### src/rtl/charge_accum_ctrl_pkg.sv
// charge_accum_ctrl_pkg: shared widths, types, limits and FSM states for the
// neuron charge accumulator and its saturating adder.
package charge_accum_ctrl_pkg;

    localparam int ADDR_W   = 8;
    localparam int CHARGE_W = 16;
    localparam int WEIGHT_W = 8;

    typedef logic signed [CHARGE_W-1:0] charge_t;
    typedef logic        [ADDR_W-1:0]   addr_t;
    typedef logic signed [WEIGHT_W-1:0] weight_t;

    localparam charge_t CHARGE_MAX = {1'b0, {(CHARGE_W-1){1'b1}}};
    localparam charge_t CHARGE_MIN = {1'b1, {(CHARGE_W-1){1'b0}}};

    // Highest RAM address; the clear sweep ends after writing it.
    localparam addr_t LAST_ADDR = {ADDR_W{1'b1}};

    typedef enum logic [1:0] {
        IDLE  = 2'd0,
        ACC   = 2'd1,
        CLEAR = 2'd2
    } acc_state_t;

    // Sign-extend a weight to the charge width.
    function automatic charge_t sext_weight(input weight_t w);
        return {{(CHARGE_W-WEIGHT_W){w[WEIGHT_W-1]}}, w};
    endfunction

endpackage

### src/rtl/charge_accum_ctrl_sat_add.sv
// charge_sat_add: combinational charge + sign-extended weight, clamped to the
// representable signed charge range instead of wrapping.
module charge_sat_add
    import charge_accum_ctrl_pkg::*;
(
    input  logic [CHARGE_W-1:0] charge_i,
    input  logic [WEIGHT_W-1:0] weight_i,
    output logic [CHARGE_W-1:0] sum_o
);

    charge_t           weight_ext;
    logic [CHARGE_W:0] wide_sum;

    // One guard bit exposes overflow: if it disagrees with the charge MSB the
    // true sum left the range and the guard bit tells which rail to clamp to.
    always_comb begin
        weight_ext = sext_weight(weight_t'(weight_i));
        wide_sum   = {charge_i[CHARGE_W-1], charge_i}
                   + {weight_ext[CHARGE_W-1], weight_ext};
        if (wide_sum[CHARGE_W] != wide_sum[CHARGE_W-1]) begin
            sum_o = wide_sum[CHARGE_W] ? CHARGE_MIN : CHARGE_MAX;
        end else begin
            sum_o = wide_sum[CHARGE_W-1:0];
        end
    end

endmodule

### src/rtl/charge_accum_ctrl.sv
// charge_accum_ctrl: read-modify-write accumulation of signed neuron charge in
// an external dual-port RAM. Stage 0 issues the read, stage 1 adds, compares
// against the threshold and writes back (zero on fire). A one-deep write
// forward covers the RAM's read-old-on-collision behaviour, and a full-array
// clear sweep takes priority over accumulation once the pipeline drains.
module charge_accum_ctrl
    import charge_accum_ctrl_pkg::*;
(
    input  logic                clk_i,
    input  logic                rst_ni,

    input  logic                acc_valid_i,
    output logic                acc_ready_o,
    input  logic [ADDR_W-1:0]   acc_addr_i,
    input  logic [WEIGHT_W-1:0] acc_weight_i,
    input  logic [CHARGE_W-1:0] threshold_i,

    output logic                fire_valid_o,
    input  logic                fire_ready_i,
    output logic [ADDR_W-1:0]   fire_addr_o,

    input  logic                clear_req_i,
    output logic                clear_busy_o,

    output logic                ram_rd_en_o,
    output logic [ADDR_W-1:0]   ram_rd_addr_o,
    output logic                ram_wr_en_o,
    output logic [ADDR_W-1:0]   ram_wr_addr_o,
    output logic [CHARGE_W-1:0] ram_wr_data_o,
    input  logic [CHARGE_W-1:0] ram_rd_data_i
);

    // Controller state
    acc_state_t state_q;
    logic       clear_pending_q;
    logic       clear_busy_q;
    addr_t      clear_addr_q;

    // Stage 1 registers (event whose read data arrives this cycle)
    logic       s1_valid_q;
    addr_t      s1_addr_q;
    weight_t    s1_weight_q;

    // Last stage-1 write, for same-address back-to-back events
    logic       fwd_valid_q;
    addr_t      fwd_addr_q;
    charge_t    fwd_data_q;

    // Fire output register plus one-entry skid
    logic       fire_valid_q, fire_valid_d;
    addr_t      fire_addr_q,  fire_addr_d;
    logic       skid_valid_q, skid_valid_d;
    addr_t      skid_addr_q,  skid_addr_d;

    // Datapath wires
    logic       accept;
    logic       fwd_hit;
    charge_t    s1_old;
    charge_t    s1_sum;
    charge_t    s1_thresh;
    logic       s1_fire;
    charge_t    s1_wr_data;
    logic       fire_slot_free;

    // Accept only in ACC with no clear requested or pending, and only when
    // the fire output is free (or being emptied this cycle), so that at most
    // one more fire can land behind a stalled one.
    assign fire_slot_free = ~fire_valid_q | fire_ready_i;
    assign acc_ready_o    = (state_q == ACC) & ~clear_pending_q & ~clear_req_i
                          & fire_slot_free;
    assign accept         = acc_valid_i & acc_ready_o;

    // Stage 0 drives the read port straight from the request.
    assign ram_rd_en_o   = accept;
    assign ram_rd_addr_o = acc_addr_i;

    // The RAM returns the old value when it was written last cycle at the
    // same address, so take the forwarded value instead.
    assign fwd_hit   = fwd_valid_q & (fwd_addr_q == s1_addr_q);
    assign s1_old    = fwd_hit ? fwd_data_q : charge_t'(ram_rd_data_i);
    assign s1_thresh = charge_t'(threshold_i);

    charge_sat_add u_sat_add (
        .charge_i (s1_old),
        .weight_i (s1_weight_q),
        .sum_o    (s1_sum)
    );

    assign s1_fire    = s1_valid_q & (s1_sum >= s1_thresh);
    assign s1_wr_data = s1_fire ? '0 : s1_sum;

    // The write port is shared by the sweep and stage 1; they never overlap
    // because the sweep only starts once stage 1 is empty.
    assign ram_wr_en_o   = s1_valid_q | (state_q == CLEAR);
    assign ram_wr_addr_o = (state_q == CLEAR) ? clear_addr_q : s1_addr_q;
    assign ram_wr_data_o = (state_q == CLEAR) ? '0 : s1_wr_data;

    assign fire_valid_o = fire_valid_q;
    assign fire_addr_o  = fire_addr_q;
    assign clear_busy_o = clear_busy_q;

    // Controller FSM: latch clear requests, wait for stage 1 and the skid to
    // empty, then sweep every address once before returning to ACC.
    always_ff @(posedge clk_i or negedge rst_ni) begin
        if (!rst_ni) begin
            state_q         <= IDLE;
            clear_pending_q <= 1'b0;
            clear_busy_q    <= 1'b0;
            clear_addr_q    <= '0;
        end else begin
            case (state_q)
                IDLE: begin
                    if (clear_req_i) begin
                        clear_pending_q <= 1'b1;
                    end
                    state_q <= ACC;
                end
                ACC: begin
                    if (clear_req_i) begin
                        clear_pending_q <= 1'b1;
                    end
                    if (clear_pending_q && !s1_valid_q && !skid_valid_q) begin
                        state_q         <= CLEAR;
                        clear_pending_q <= 1'b0;
                        clear_busy_q    <= 1'b1;
                        clear_addr_q    <= '0;
                    end
                end
                CLEAR: begin
                    if (clear_addr_q == LAST_ADDR) begin
                        state_q      <= ACC;
                        clear_busy_q <= 1'b0;
                    end else begin
                        clear_addr_q <= clear_addr_q + 1'b1;
                    end
                end
                default: begin
                    state_q      <= IDLE;
                    clear_busy_q <= 1'b0;
                end
            endcase
        end
    end

    // Stage 0 -> stage 1 hand-off of the accepted event.
    always_ff @(posedge clk_i or negedge rst_ni) begin
        if (!rst_ni) begin
            s1_valid_q  <= 1'b0;
            s1_addr_q   <= '0;
            s1_weight_q <= '0;
        end else begin
            s1_valid_q <= accept;
            if (accept) begin
                s1_addr_q   <= addr_t'(acc_addr_i);
                s1_weight_q <= weight_t'(acc_weight_i);
            end
        end
    end

    // Remember the stage-1 write for exactly one cycle; the sweep zeroes the
    // array so any remembered value would be stale afterwards.
    always_ff @(posedge clk_i or negedge rst_ni) begin
        if (!rst_ni) begin
            fwd_valid_q <= 1'b0;
            fwd_addr_q  <= '0;
            fwd_data_q  <= '0;
        end else begin
            fwd_valid_q <= (state_q == CLEAR) ? 1'b0 : s1_valid_q;
            if (s1_valid_q) begin
                fwd_addr_q <= s1_addr_q;
                fwd_data_q <= s1_wr_data;
            end
        end
    end

    // Next fire output: the skid entry is older than a fresh stage-1 fire, so
    // it moves to the output first; a fire arriving while the output is held
    // parks in the skid.
    always_comb begin
        fire_valid_d = fire_valid_q;
        fire_addr_d  = fire_addr_q;
        skid_valid_d = skid_valid_q;
        skid_addr_d  = skid_addr_q;
        if (fire_slot_free) begin
            if (skid_valid_q) begin
                fire_valid_d = 1'b1;
                fire_addr_d  = skid_addr_q;
                skid_valid_d = s1_fire;
                skid_addr_d  = s1_addr_q;
            end else if (s1_fire) begin
                fire_valid_d = 1'b1;
                fire_addr_d  = s1_addr_q;
                skid_valid_d = 1'b0;
            end else begin
                fire_valid_d = 1'b0;
            end
        end else if (s1_fire) begin
            skid_valid_d = 1'b1;
            skid_addr_d  = s1_addr_q;
        end
    end

    // Registered fire output and skid entry.
    always_ff @(posedge clk_i or negedge rst_ni) begin
        if (!rst_ni) begin
            fire_valid_q <= 1'b0;
            fire_addr_q  <= '0;
            skid_valid_q <= 1'b0;
            skid_addr_q  <= '0;
        end else begin
            fire_valid_q <= fire_valid_d;
            fire_addr_q  <= fire_addr_d;
            skid_valid_q <= skid_valid_d;
            skid_addr_q  <= skid_addr_d;
        end
    end

endmodule

### config.mk
export PLATFORM = sky130hd
export DESIGN_NAME = charge_accum_ctrl
export DESIGN_NICKNAME = d
export VERILOG_FILES = /design/src/rtl/charge_accum_ctrl_pkg.sv /design/src/rtl/charge_accum_ctrl_sat_add.sv /design/src/rtl/charge_accum_ctrl.sv
export SDC_FILE = /design/constraint.sdc
export NUM_CORES = 1
export LEC_CHECK = 0
export BUFFER_PORTS_ARGS = -buffer_cell sky130_fd_sc_hd__buf_2
export CAP_MARGIN = 40
export CORE_MARGIN = 2
export CORE_UTILIZATION = 50
export CTS_CLUSTER_SIZE = 14
export DETAILED_ROUTE_END_ITERATION = 10
export PLACE_DENSITY = 0.73
export SYNTH_ARGS = -nofsm -noshare
export SYNTH_HDL_FRONTEND = slang
export SYNTH_HIERARCHICAL = 1
export SYNTH_SLANG_ARGS = --single-unit
### constraint.sdc
create_clock -name clk_i -period 11.4 [get_ports clk_i]
set_input_delay 1.71 -clock clk_i [delete_from_list [all_inputs] [get_ports clk_i]]
set_output_delay 1.71 -clock clk_i [all_outputs]
set_load 0.02 [all_outputs]
==> results of run 1 <==
==> logic make-up after synthesis <==
| kind of cell | Yosys count |
|---|---|
| compound gates | 108 |
| mux | 59 |
| simple gates | 200 |
| xor+xnor | 23 |
| fa+ha+maj | 53 |
| buf+inv | 66 |
| flops | 72 |
==> flip-flops by register name, summed over array words and instances, names as in the netlist <==
| name | flops |
|---|---|
| clear_addr_q | 8 |
| clear_busy_o | 1 |
| clear_pending_q | 1 |
| fire_addr_o | 8 |
| fire_valid_o | 1 |
| fwd_addr_q | 8 |
| fwd_data_q | 16 |
| fwd_valid_q | 1 |
| s1_addr_q | 8 |
| s1_valid_q | 1 |
| s1_weight_q | 8 |
| skid_addr_q | 8 |
| skid_valid_q | 1 |
| state_q | 2 |
==> per-stage QoR <==
step,total power (uW),hold slack (ns),setup WS [ns]
2_1_floorplan,1478,0.4493,3.742
3_3_place_gp,1779,0.4614,2.889
3_5_place_dp,1830,0.4646,2.930
4_1_cts,2055,0.4852,2.661
5_1_grt,2218,0.5072,2.068
6_report,2063,0.4842,2.605
==> worst paths after layout <==
| check | from | endpoint | slack (ns) | depth (start not counted) |
|---|---|---|---|---|
| max | s1_addr_q[5]$_DFFE_PN0P_ | ram_wr_data_o[9] | 2.60 | 21 |
| min | clear_busy_o$_DFFE_PN0P_ | clear_busy_o$_DFFE_PN0P_ | 0.48 | 1 |
| max reg2reg | s1_addr_q[5]$_DFFE_PN0P_ | fwd_data_q[2]$_DFFE_PN0P_ | 4.86 | 21 |
| min reg2reg | clear_busy_o$_DFFE_PN0P_ | clear_busy_o$_DFFE_PN0P_ | 0.48 | 1 |
| max in group asynchronous | rst_ni | clear_busy_o$_DFFE_PN0P_ | 9.53 | 3 |
| min in group asynchronous | rst_ni | fire_addr_o[2]$_DFFE_PN0P_ | 1.31 | 2 |
==> cell usage in the layout (no fill, tap or decap), types with 4 or more instances in the layout <==
cell type	synthesis	layout
buf_2	4	97
nand4_1	7	7
a211oi_1	6	6
nand2b_1	6	6
and2_2	15	15
nor2_1	24	24
a21oi_1	18	18
xnor2_1	6	6
o211ai_1	5	5
o21ai_1	4	4
dfrtp_1	72	72
nand2_1	112	112
clkbuf_8	0	9
maj3_2	4	4
o21ai_0	18	18
ha_1	33	33
nor3_1	6	6
nor4_1	4	4
mux2i_1	7	7
o2bb2ai_1	16	16
a21o_1	6	6
nand3_1	7	7
xor2_1	17	17
mux2_2	50	50
maj3_1	15	15
buf_4	10	6
inv_1	32	32
==> worst register-to-register path, stage by stage (launching register included) <==
cell and delay [ns]:
dfrtp_1 0.45, xor2_1 0.19, nor4_1 0.32, nand3_1 0.18, nor4_4 0.24, buf_6 0.24, mux2_2 0.37, ha_1 0.44
nand3_1 0.16, nor3_2 0.19, o2111ai_1 0.17, a31o_1 0.35, maj3_1 0.38, o21ai_0 0.49, ha_1 0.36, a21oi_1 0.14
o21ai_0 0.10, a41o_2 0.30, or2_0 0.41, o21ai_1 0.59, buf_4 0.29, o2bb2ai_1 0.09
==> metal layers <==
| layer | global-route usage | up-vias | wire [um] |
|---|---|---|---|
| met1 | 0.3243 | 2160 | 6105 |
| met3 | 0.03874 | 15 | 662 |
| met2 | 0.4142 | 136 | 6713 |
| met5 | 0 | - | 7 |
| li1 | - | 2214 | - |
| met4 | 0.04212 | 2 | 133 |
==> cell type report <==
class                   instances  area, um^2
fillers                       914        4229
inverters                      33       123.9
clock inverters                 7       86.33
clock buffers                   9       123.9
repair buffers                105       569.3
flip-flops and latches         72        1802
multi-input cells             443        3266
well taps                     136       170.2
==> power by group through the flow <==
stage	Sequential (uW)	Clock, uW	Combinational [uW]
CTS	429	221	1410
global placement	427	0	1350
finish	429	220	1410
floorplan	420	0	1060
global route	443	232	1540
detailed placement	434	0	1400
==> metrics.log, run 1 <==
[metrics] critical path class: flop to primary output
[metrics] Hold Vio Cnt, Final: 0
[metrics] Internal: 1019 uW
[metrics] Post-Synthesis Mean Instance Area: 9.264 um^2
[metrics] Detailed Route Iter0 Violations: ~300
[metrics] global-route usage over all layers: 0.2411
[metrics] library cell with the largest summed area after synthesis: dfrtp_1
[metrics] total routed wirelength: about 14000 um
[metrics] EDFF count, synth: 0
[metrics] clock slew seen by the registers of the worst setup and hold paths: 0.09 ns
[metrics] result of the run: complete, no violations
[metrics] TritonRoute pass-1 iters: 5
[metrics] initial antenna violation count: 1
[metrics] Pwr Density: 335.9 nW/um^2
[metrics] setup repair after global routing missed its margin: no
[metrics] weighted congestion at the end of routability-driven global placement: 0.8714
[metrics] Area growth syn-to-layout: 14.09%
[metrics] Total Nets Final: 751
[metrics] clock skew after layout: 0.01146 ns
[metrics] CTS-repair resized insts: 0
[metrics] number of diodes: 0
[metrics] post-synthesis mux area share: 0.1260
[metrics] TritonCTS sink count: 72
[metrics] relative contribution of combinational cells to total power: 0.685
[metrics] Critical Path Start Type: flop
[metrics] pin count of the biggest net entering global routing: 55
[metrics] buffer type at the clock tree root: clkbuf_8
[metrics] synth top area cells: dfrtp_1 33%, mux2_2 10%, nand2_1 7.8%
[metrics] total I/O pin count: 98
[metrics] cell with the biggest individual delay on the critical path: a311oi_2
[metrics] flops & latches, synth: 72
[metrics] post-route cell area: 6141 um^2
[metrics] post-synthesis xor/xnor area fraction: 0.03742
[metrics] post-synthesis adder-cell area fraction: 0.1167
[metrics] Hold Path Class: flop to flop
[metrics] placed instance area: 5931 um^2
[metrics] Distinct cells, synth: 72
[metrics] max-capacitance violation count: 0
[metrics] drt via density: 5.624
[metrics] setup TNS after final layout: 0 ns
[metrics] highest net fanout along the worst path: 15
[metrics] clock period minus worst slack: just under 9 ns
[metrics] power share of the sequential group: 0.208
[metrics] largest family of logic cells by synthesized area: simple AND/OR/NAND/NOR gates
[metrics] Placed Instances: between 700 and 800
[metrics] Net Sw Frac: 0.5059
[metrics] die area: 11610 um^2
[metrics] Relative slew margins: 0.4278
[metrics] post-synthesis simple-gate area fraction: 0.1762
[metrics] sum of buffers and inverters on the critical path: 2
[metrics] via count: around 4500
[metrics] total core area: a little over 10000 um^2
[metrics] share of post-route cells with drive strength above 1: 0.3139
[metrics] cell with the most instances after synthesis: nand2_1
[metrics] worst-case clock buffer depth: 2
[metrics] FMAX: between 100 and 150 MHz
[metrics] cell family with most CP delay: compound AO/OA/AOI/OAI gates
[metrics] Post-Syn Instances: 581
[metrics] proportion of register bits with asynchronous set or reset after synthesis: 1.000
[metrics] required time of the critical path: around 9.7 ns
[metrics] count of final setup violators: 0
[metrics] routed len/inst: 16.92 um
[metrics] post-CTS setup buffer count: 0
[metrics] switching power of the nets: 1043 uW
[metrics] CTS Buf Count: 9
[metrics] effective utilization at floorplan: 0.5191
[metrics] global-route wire length before repair: approximately 22000 um
[metrics] nature of the critical path endpoint: primary output
[metrics] post-route fraction of the period consumed by the critical path: 0.7715
[metrics] delay of the slowest cell on the worst path: 0.85 ns
[metrics] clock latency reported for the late side of the worst-skew pair: 0.35 ns
[metrics] buffers added on ports: just under 100
[metrics] Max VDD drop: 0.1935 mV
[metrics] via count of the first global-routing pass: 4364
[metrics] post-layout utilization of the core: 0.5922
[metrics] Post-Syn Area: 5383 um^2
[metrics] Die Y-Extent: 107.8 um
[metrics] Mapped Nets: 668
[metrics] Post-synth top flop: dfrtp_1
[metrics] portion of total power attributed to the clock network: 0.107
[metrics] TritonCTS clock tree: done
[metrics] count of unresolved DRC violations after routing: 0
[metrics] post-synthesis sequential area ratio: 0.3347
[metrics] number of routed nets with antenna violations: 0
[metrics] remaining global-route overflow: 0
[metrics] Finished Layout Cells: ~810
[metrics] cell types with the highest counts after synthesis: 112 x nand2_1, 72 x dfrtp_1, 50 x mux2_2
[metrics] fraction of post-synthesis cell area in the top cell type by area: 0.3347
[metrics] data arrival time of the critical path: 7.09 ns
[metrics] leakage power figure: 0.003015 uW
[metrics] Clock H-tree levels: 3
[metrics] cell breakdown of the critical path: xor2_1 > nor4_1 > nand3_1 > nor4_4 > buf_6 > mux2_2 > ha_1 > nand3_1 > nor3_2 > o2111ai_1 > a31o_1 > maj3_1 > o21ai_0 > ha_1 > a21oi_1 > o21ai_0 > a41o_2 > or2_0 > a311oi_2 > and2_2 > buf_2
[metrics] Post-CTS Hold Fix Bufs: 0
[metrics] fraction of the mapped netlist area in compound gates: 0.1488
[metrics] Die Span X: 107.8 um
[metrics] warning count from the yosys run: 6
[metrics] Cell Rows: 37
[metrics] transition time at the pin with the least slew margin: 0.8582 ns
[metrics] placed wire-length estimate after detailed placement: 10470 um
[metrics] fin. max-slew vios: 0
Power figures use the tool's default switching activity.
==> run 2, diff against run 1 <==
clock period = 8.7 ns   (was 11.4 ns; I/O delays follow)
==> run 2 against run 1 <==
- power grew 30%
- core utilization is essentially flat
- sequential power grew 31%
- die area is the same
- register-to-register slack lost 2.7 ns
==> metrics.log, run 2 (synthesis results as in run 1) <==
[metrics] leakage power figure: 0.003008 uW
[metrics] total core area: 10370 um^2
[metrics] fin. max-slew vios: 0
[metrics] total I/O pin count: 98
[metrics] count of cell instances traversed by the critical path: 22
[metrics] Overall Power: 2679 uW
[metrics] via count of the first global-routing pass: approximately 4500
[metrics] reg2reg start: s1_addr_q[2]$_DFFE_PN0P_
[metrics] worst slack at placement: between 0.7 and 0.8 ns
[metrics] Die Span X: 107.8 um
[metrics] TritonCTS sink count: 72
[metrics] number of routed nets with antenna violations: 0
[metrics] result of the run: complete, no violations
[metrics] switching power of the nets: 1339 uW
[metrics] Relative slew margins: 0.4439
[metrics] Max VDD drop: between 0.3 and 0.4 mV
[metrics] Net Sw Frac: 0.4999
[metrics] cell with the biggest individual delay on the critical path: a311oi_4
[metrics] routed len/inst: 16.46 um
[metrics] count of unresolved DRC violations after routing: 0
[metrics] nature of the critical path endpoint: primary output
[metrics] total routed wirelength: 13250 um
[metrics] TritonRoute pass-1 iters: 4
[metrics] number of instances on the worst hold path: 2
[metrics] Post-CTS Hold Fix Bufs: 0
[metrics] Critical Path Start Type: flop
[metrics] effective utilization at floorplan: 0.5191
[metrics] setup TNS after final layout: 0 ns
[metrics] CTS-repair resized insts: 0
[metrics] transition time at the pin with the least slew margin: 0.8319 ns
[metrics] required time of the critical path: 7.39 ns
[metrics] clock latency reported for the late side of the worst-skew pair: 0.36 ns
[metrics] placed wire-length estimate after detailed placement: 10280 um
[metrics] cell family with most CP delay: compound AO/OA/AOI/OAI gates
[metrics] buffers added on ports: 97
[metrics] power share of the sequential group: 0.209
[metrics] initial antenna violation count: 1
[metrics] setup repair after global routing missed its margin: no
[metrics] Total Nets Final: 751
[metrics] Internal: around 1300 uW
[metrics] die area: 11610 um^2
[metrics] Clock H-tree levels: 3
[metrics] max-capacitance violation count: 0
[metrics] cell breakdown of the critical path: xor2_1 > nor4_1 > nand3_1 > nor4_4 > buf_4 > mux2_2 > ha_1 > a211oi_2 > nor4_1 > or3_1 > a21oi_1 > xor2_1 > maj3_1 > mux2i_1 > ha_1 > a21o_1 > a211o_1 > o221a_2 > or2_0 > a311oi_4 > and2_2 > buf_2
[metrics] buffer type at the clock tree root: clkbuf_8
[metrics] data arrival time of the critical path: 6.79 ns
[metrics] Pwr Density: 436.7 nW/um^2
[metrics] commonest cells after routing, fill and taps aside: 112 x nand2_1, 97 x buf_2, 72 x dfrtp_1
[metrics] Hold Path Class: flop to flop
[metrics] Placed Instances: 789
[metrics] worst-case clock buffer depth: 2
[metrics] FMAX: 123.5 MHz
[metrics] CTS Buf Count: 9
[metrics] Finished Layout Cells: 805
[metrics] via count: 4550
[metrics] post-route fraction of the period consumed by the critical path: 0.9304
[metrics] post-layout utilization of the core: 0.5917
[metrics] pin count of the biggest net entering global routing: 42
[metrics] commonest non-fill, non-tap cell in the layout: nand2_1
[metrics] post-CTS setup buffer count: 0
[metrics] clock period minus worst slack: 8.094 ns
[metrics] clock skew after layout: 0.01003 ns
[metrics] count of final setup violators: 0
[metrics] weighted congestion at the end of routability-driven global placement: 0.8751
[metrics] drt via density: ~5.7
[metrics] portion of total power attributed to the clock network: 0.102
[metrics] Cell Rows: 37
[metrics] Hold Vio Cnt, Final: 0
[metrics] number of diodes: 0
[metrics] min-delay src: s1_weight_q[0]$_DFFE_PN0P_
[metrics] max reg flops: 16
[metrics] remaining global-route overflow: 0
[metrics] Area growth syn-to-layout: 13.99%
[metrics] Largest Register: fwd_data_q
[metrics] highest net fanout along the worst path: 16
[metrics] global-route usage over all layers: 0.2354
[metrics] Detailed Route Iter0 Violations: 230
[metrics] clock slew seen by the registers of the worst setup and hold paths: 0.08 ns
[metrics] share of post-route cells with drive strength above 1: 0.3139
[metrics] TritonCTS clock tree: done
[metrics] relative contribution of combinational cells to total power: 0.689
[metrics] delay of the slowest cell on the worst path: around 0.66 ns
[metrics] critical path class: flop to primary output
[metrics] worst-case reg-to-reg path depth: 22
[metrics] sum of buffers and inverters on the critical path: 2
[metrics] Die Y-Extent: 107.8 um
[metrics] final worst slack: 0.6056 ns
[metrics] Critical Path Source: s1_addr_q[2]$_DFFE_PN0P_
[metrics] global-route wire length before repair: approximately 22000 um
[run 2: layout make-up]
type                    instances  area [um^2]
multi-input cells             443         3277
flip-flops and latches         72         1802
repair buffers                105        558.0
clock inverters                 6        67.56
fillers                       926         4234
clock buffers                  10        137.6
inverters                      33        123.9
well taps                     136        170.2
[run 2: layer usage]
metal  routed length (um)  share of wire  global-route usage  up-vias
li1                     -              -                   -     2209
met1                 5844           0.44              0.3019     2168
met2                 6418           0.48              0.3989      148
met3                  724          0.055             0.04116       23
met4                  249          0.019             0.08333        2
met5                   13        0.00098                   0        -
[run 2: worst paths after layout]
path / endpoint / slack, ns
min in group asynchronous: fire_addr_o[2]$_DFFE_PN0P_ / 0.96
worst min-delay path: s1_weight_q[0]$_DFFE_PN0P_ / 0.49
worst min register to register: s1_weight_q[0]$_DFFE_PN0P_ / 0.49
worst max-delay path: ram_wr_data_o[15] / 0.61
worst max register to register: fwd_data_q[9]$_DFFE_PN0P_ / 2.17
max in group asynchronous: fwd_data_q[2]$_DFFE_PN0P_ / 7.17
[run 2: power by group through the flow]
stage                     registers, uW  clock network, uW  logic [uW]
final                               560                274        1850
after global routing                576                292        2020
after CTS                           560                278        1830
after detailed placement            566                  0        1820
after global placement              559                  0        1770
after floorplan                     551                  0        1390
[run 2: worst min-delay path, delay by kind of cell, from the launching register on]
family,cells,cell delay (ns)
simple gates,2,0.11
flops,1,0.35
[run 2: through the flow]
stage          area, um^2  hold slack [ns]
2_1_floorplan        5383           0.4493
3_3_place_gp         5892           0.4611
3_5_place_dp         5919           0.4698
4_1_cts              6125           0.4890
5_1_grt              6136           0.5027
6_report             6136           0.4857
==> run 3, diff against run 2 <==
CORE_MARGIN = unset   (was 2)
==> run 3 against run 2 <==
- sequential share of layout area is 0.078 points lower
- via count is 0.64% higher
- sequential cell count stayed put
- worst hold slack worse by 0.00072 ns
- fmax is 0.94% lower
- sequential power is 0.7% higher
- routed wire length is 1.9% higher
- final cell count is 0.12% lower
- die area is 3.7% lower
- count of clock-buffer cells in the layout stayed put
- largest power group unchanged
==> metrics.log, run 3 (synthesis results as in run 1) <==
[metrics] result of the run: complete, no violations
[metrics] number of routed nets with antenna violations: 0
[metrics] routed len/inst: ~17 um
[metrics] TritonRoute pass-1 iters: 4
[metrics] # fillers: 935
[metrics] Detailed Route Iter0 Violations: 217
[metrics] global-route usage over all layers: 0.2521
[metrics] Cell Rows: 37
[metrics] power share of the sequential group: 0.207
[metrics] buffers added on ports: 97
[metrics] placed wire-length estimate after detailed placement: 10380 um
[metrics] TritonCTS sink count: 72
[metrics] portion of total power attributed to the clock network: 0.112
[metrics] relative contribution of combinational cells to total power: 0.681
[metrics] Area growth syn-to-layout: 14.30%
[metrics] setup TNS after final layout: 0 ns
[metrics] remaining global-route overflow: 0
[metrics] via count of the first global-routing pass: 4573
[metrics] register-to-register setup slack: roughly 2.2 ns
[metrics] Overall Power: 2722 uW
[metrics] leakage power figure: ~0.003 uW
[metrics] buffer type at the clock tree root: clkbuf_8
[metrics] pin count of the biggest net entering global routing: 44
[metrics] clock slew seen by the registers of the worst setup and hold paths: 0.08 ns
[metrics] worst-case clock buffer depth: 2
[metrics] Total Nets Final: 750
[metrics] global-route wire length before repair: 22360 um
[metrics] transition time at the pin with the least slew margin: 0.9454 ns
[metrics] Largest Register: fwd_data_q
[metrics] highest net fanout along the worst path: 16
[metrics] count of unresolved DRC violations after routing: 0
[metrics] max-capacitance violation count: 0
[metrics] clock skew after layout: between 0.008 and 0.009 ns
[metrics] initial antenna violation count: 0
[metrics] number of diodes: 0
[metrics] max reg flops: 16
[metrics] TritonCTS clock tree: done
[metrics] nature of the critical path endpoint: primary output
[metrics] Die Y-Extent: 105.8 um
[metrics] Net Sw Frac: 0.4971
[metrics] required time of the critical path: 7.39 ns
[metrics] FMAX: between 100 and 150 MHz
[metrics] setup repair after global routing missed its margin: no
[metrics] switching power of the nets: 1353 uW
[metrics] die area: ~11000 um^2
[metrics] post-CTS setup buffer count: 0
[metrics] CTS-repair resized insts: 0
[metrics] clock period minus worst slack: a little over 8 ns
[metrics] total routed wirelength: 13510 um
[metrics] Max VDD drop: 0.3465 mV
[metrics] Die Span X: ~110 um
[metrics] fin. max-slew vios: 0
[metrics] CTS Buf Count: 9
[metrics] via count: 4579
[metrics] commonest cells after routing, fill and taps aside: 112 x nand2_1, 97 x buf_2, 72 x dfrtp_1
[metrics] post-route fraction of the period consumed by the critical path: 0.9392
[metrics] weighted congestion at the end of routability-driven global placement: 0.8886
[metrics] critical path class: flop to primary output
[metrics] data arrival time of the critical path: a little under 7 ns
[metrics] drt via density: 5.695
[metrics] Hold Vio Cnt, Final: 0
[metrics] worst slack at placement: around 0.77 ns
[metrics] Post-CTS Hold Fix Bufs: 0
[metrics] final worst slack: 0.5290 ns
[metrics] share of post-route cells with drive strength above 1: 0.3129
[metrics] Pwr Density: 442.5 nW/um^2
[metrics] commonest non-fill, non-tap cell in the layout: nand2_1
[metrics] Clock H-tree levels: 3
[metrics] total I/O pin count: about 100
[metrics] effective utilization at floorplan: 0.5191
[metrics] Hold Path Class: flop to flop
[metrics] total core area: 10370 um^2
[metrics] clock latency reported for the late side of the worst-skew pair: roughly 0.35 ns
[metrics] count of final setup violators: 0
[metrics] Critical Path Start Type: flop
[metrics] Internal: 1369 uW
[metrics] Relative slew margins: 0.3674
## run 3: changes by cell type in the layout (fill, tap and decap cells not counted)
cell,change
clkinvlp_4,-2
buf_4,-1
bufinv_16,+1
clkinv_4,+1
## run 3: worst max-delay path: stages, from the launching register on
cell	delay (ns)
dfrtp_1	0.45
xor2_1	0.18
nor4_1	0.30
nand3_1	0.17
nor4_4	0.15
buf_4	0.28
mux2_2	0.38
ha_1	0.33
a211oi_2	0.32
nor4_1	0.12
or3_1	0.36
a21oi_1	0.20
xor2_1	0.12
maj3_1	0.36
mux2i_1	0.28
ha_1	0.33
a21o_1	0.18
a211o_1	0.27
o221a_2	0.24
or2_0	0.41
a311oi_4	0.65
and2_2	0.25
buf_2	0.16
## run 3: layout make-up
| class | instances | area, um^2 | area share |
|---|---|---|---|
| Sequential cell | 72 | 1802 | 0.2929 |
| Tap cell | 136 | 170.2 | 0.02766 |
| Clock inverter | 6 | 91.34 | 0.01485 |
| Multi-Input combinational cell | 443 | 3277 | 0.5326 |
| Timing Repair Buffer | 104 | 550.5 | 0.08949 |
| Inverter | 33 | 123.9 | 0.02013 |
| Clock buffer | 10 | 137.6 | 0.02237 |
## run 3: path summary, 6_finish.rpt
kind	start	cells past startpoint	to
max	s1_addr_q[2]$_DFFE_PN0P_	22	ram_wr_data_o[3]
min	s1_weight_q[3]$_DFFE_PN0P_	2	s1_weight_q[3]$_DFFE_PN0P_
max reg2reg	s1_addr_q[2]$_DFFE_PN0P_	22	fwd_data_q[4]$_DFFE_PN0P_
min reg2reg	s1_weight_q[3]$_DFFE_PN0P_	2	s1_weight_q[3]$_DFFE_PN0P_
max in group asynchronous	rst_ni	3	clear_addr_q[3]$_DFFE_PN0P_
min in group asynchronous	rst_ni	2	fire_addr_o[0]$_DFFE_PN0P_
## run 3: power groups by stage
stage	logic, uW	registers [uW]	clock network (uW)
after global routing	2040	580	322
after CTS	1840	563	309
after floorplan	1390	551	0
final	1860	564	304
after global placement	1760	561	0
after detailed placement	1830	568	0
## run 3: metal layers
layer  vias up  global-route usage  share of wire
li1       2205                   -              -
met4         0             0.09028          0.025
met3        31             0.05195          0.058
met5         -                   0              0
met1      2187              0.3110           0.43
met2       156              0.4342           0.49
## run 3: through the flow
| step | instance area, um^2 | util | hold WS [ns] | cells |
|---|---|---|---|---|
| 2_1_floorplan | 5383 | - | 0.4493 | 581 |
| 3_3_place_gp | 5884 | 0.5674 | 0.4623 | 786 |
| 3_5_place_dp | 5912 | 0.5701 | 0.4721 | 788 |
| 4_1_cts | 6141 | 0.5922 | 0.4924 | 804 |
| 5_1_grt | 6152 | 0.5933 | 0.5112 | 804 |
| 6_report | 6152 | 0.5933 | 0.4850 | 804 |
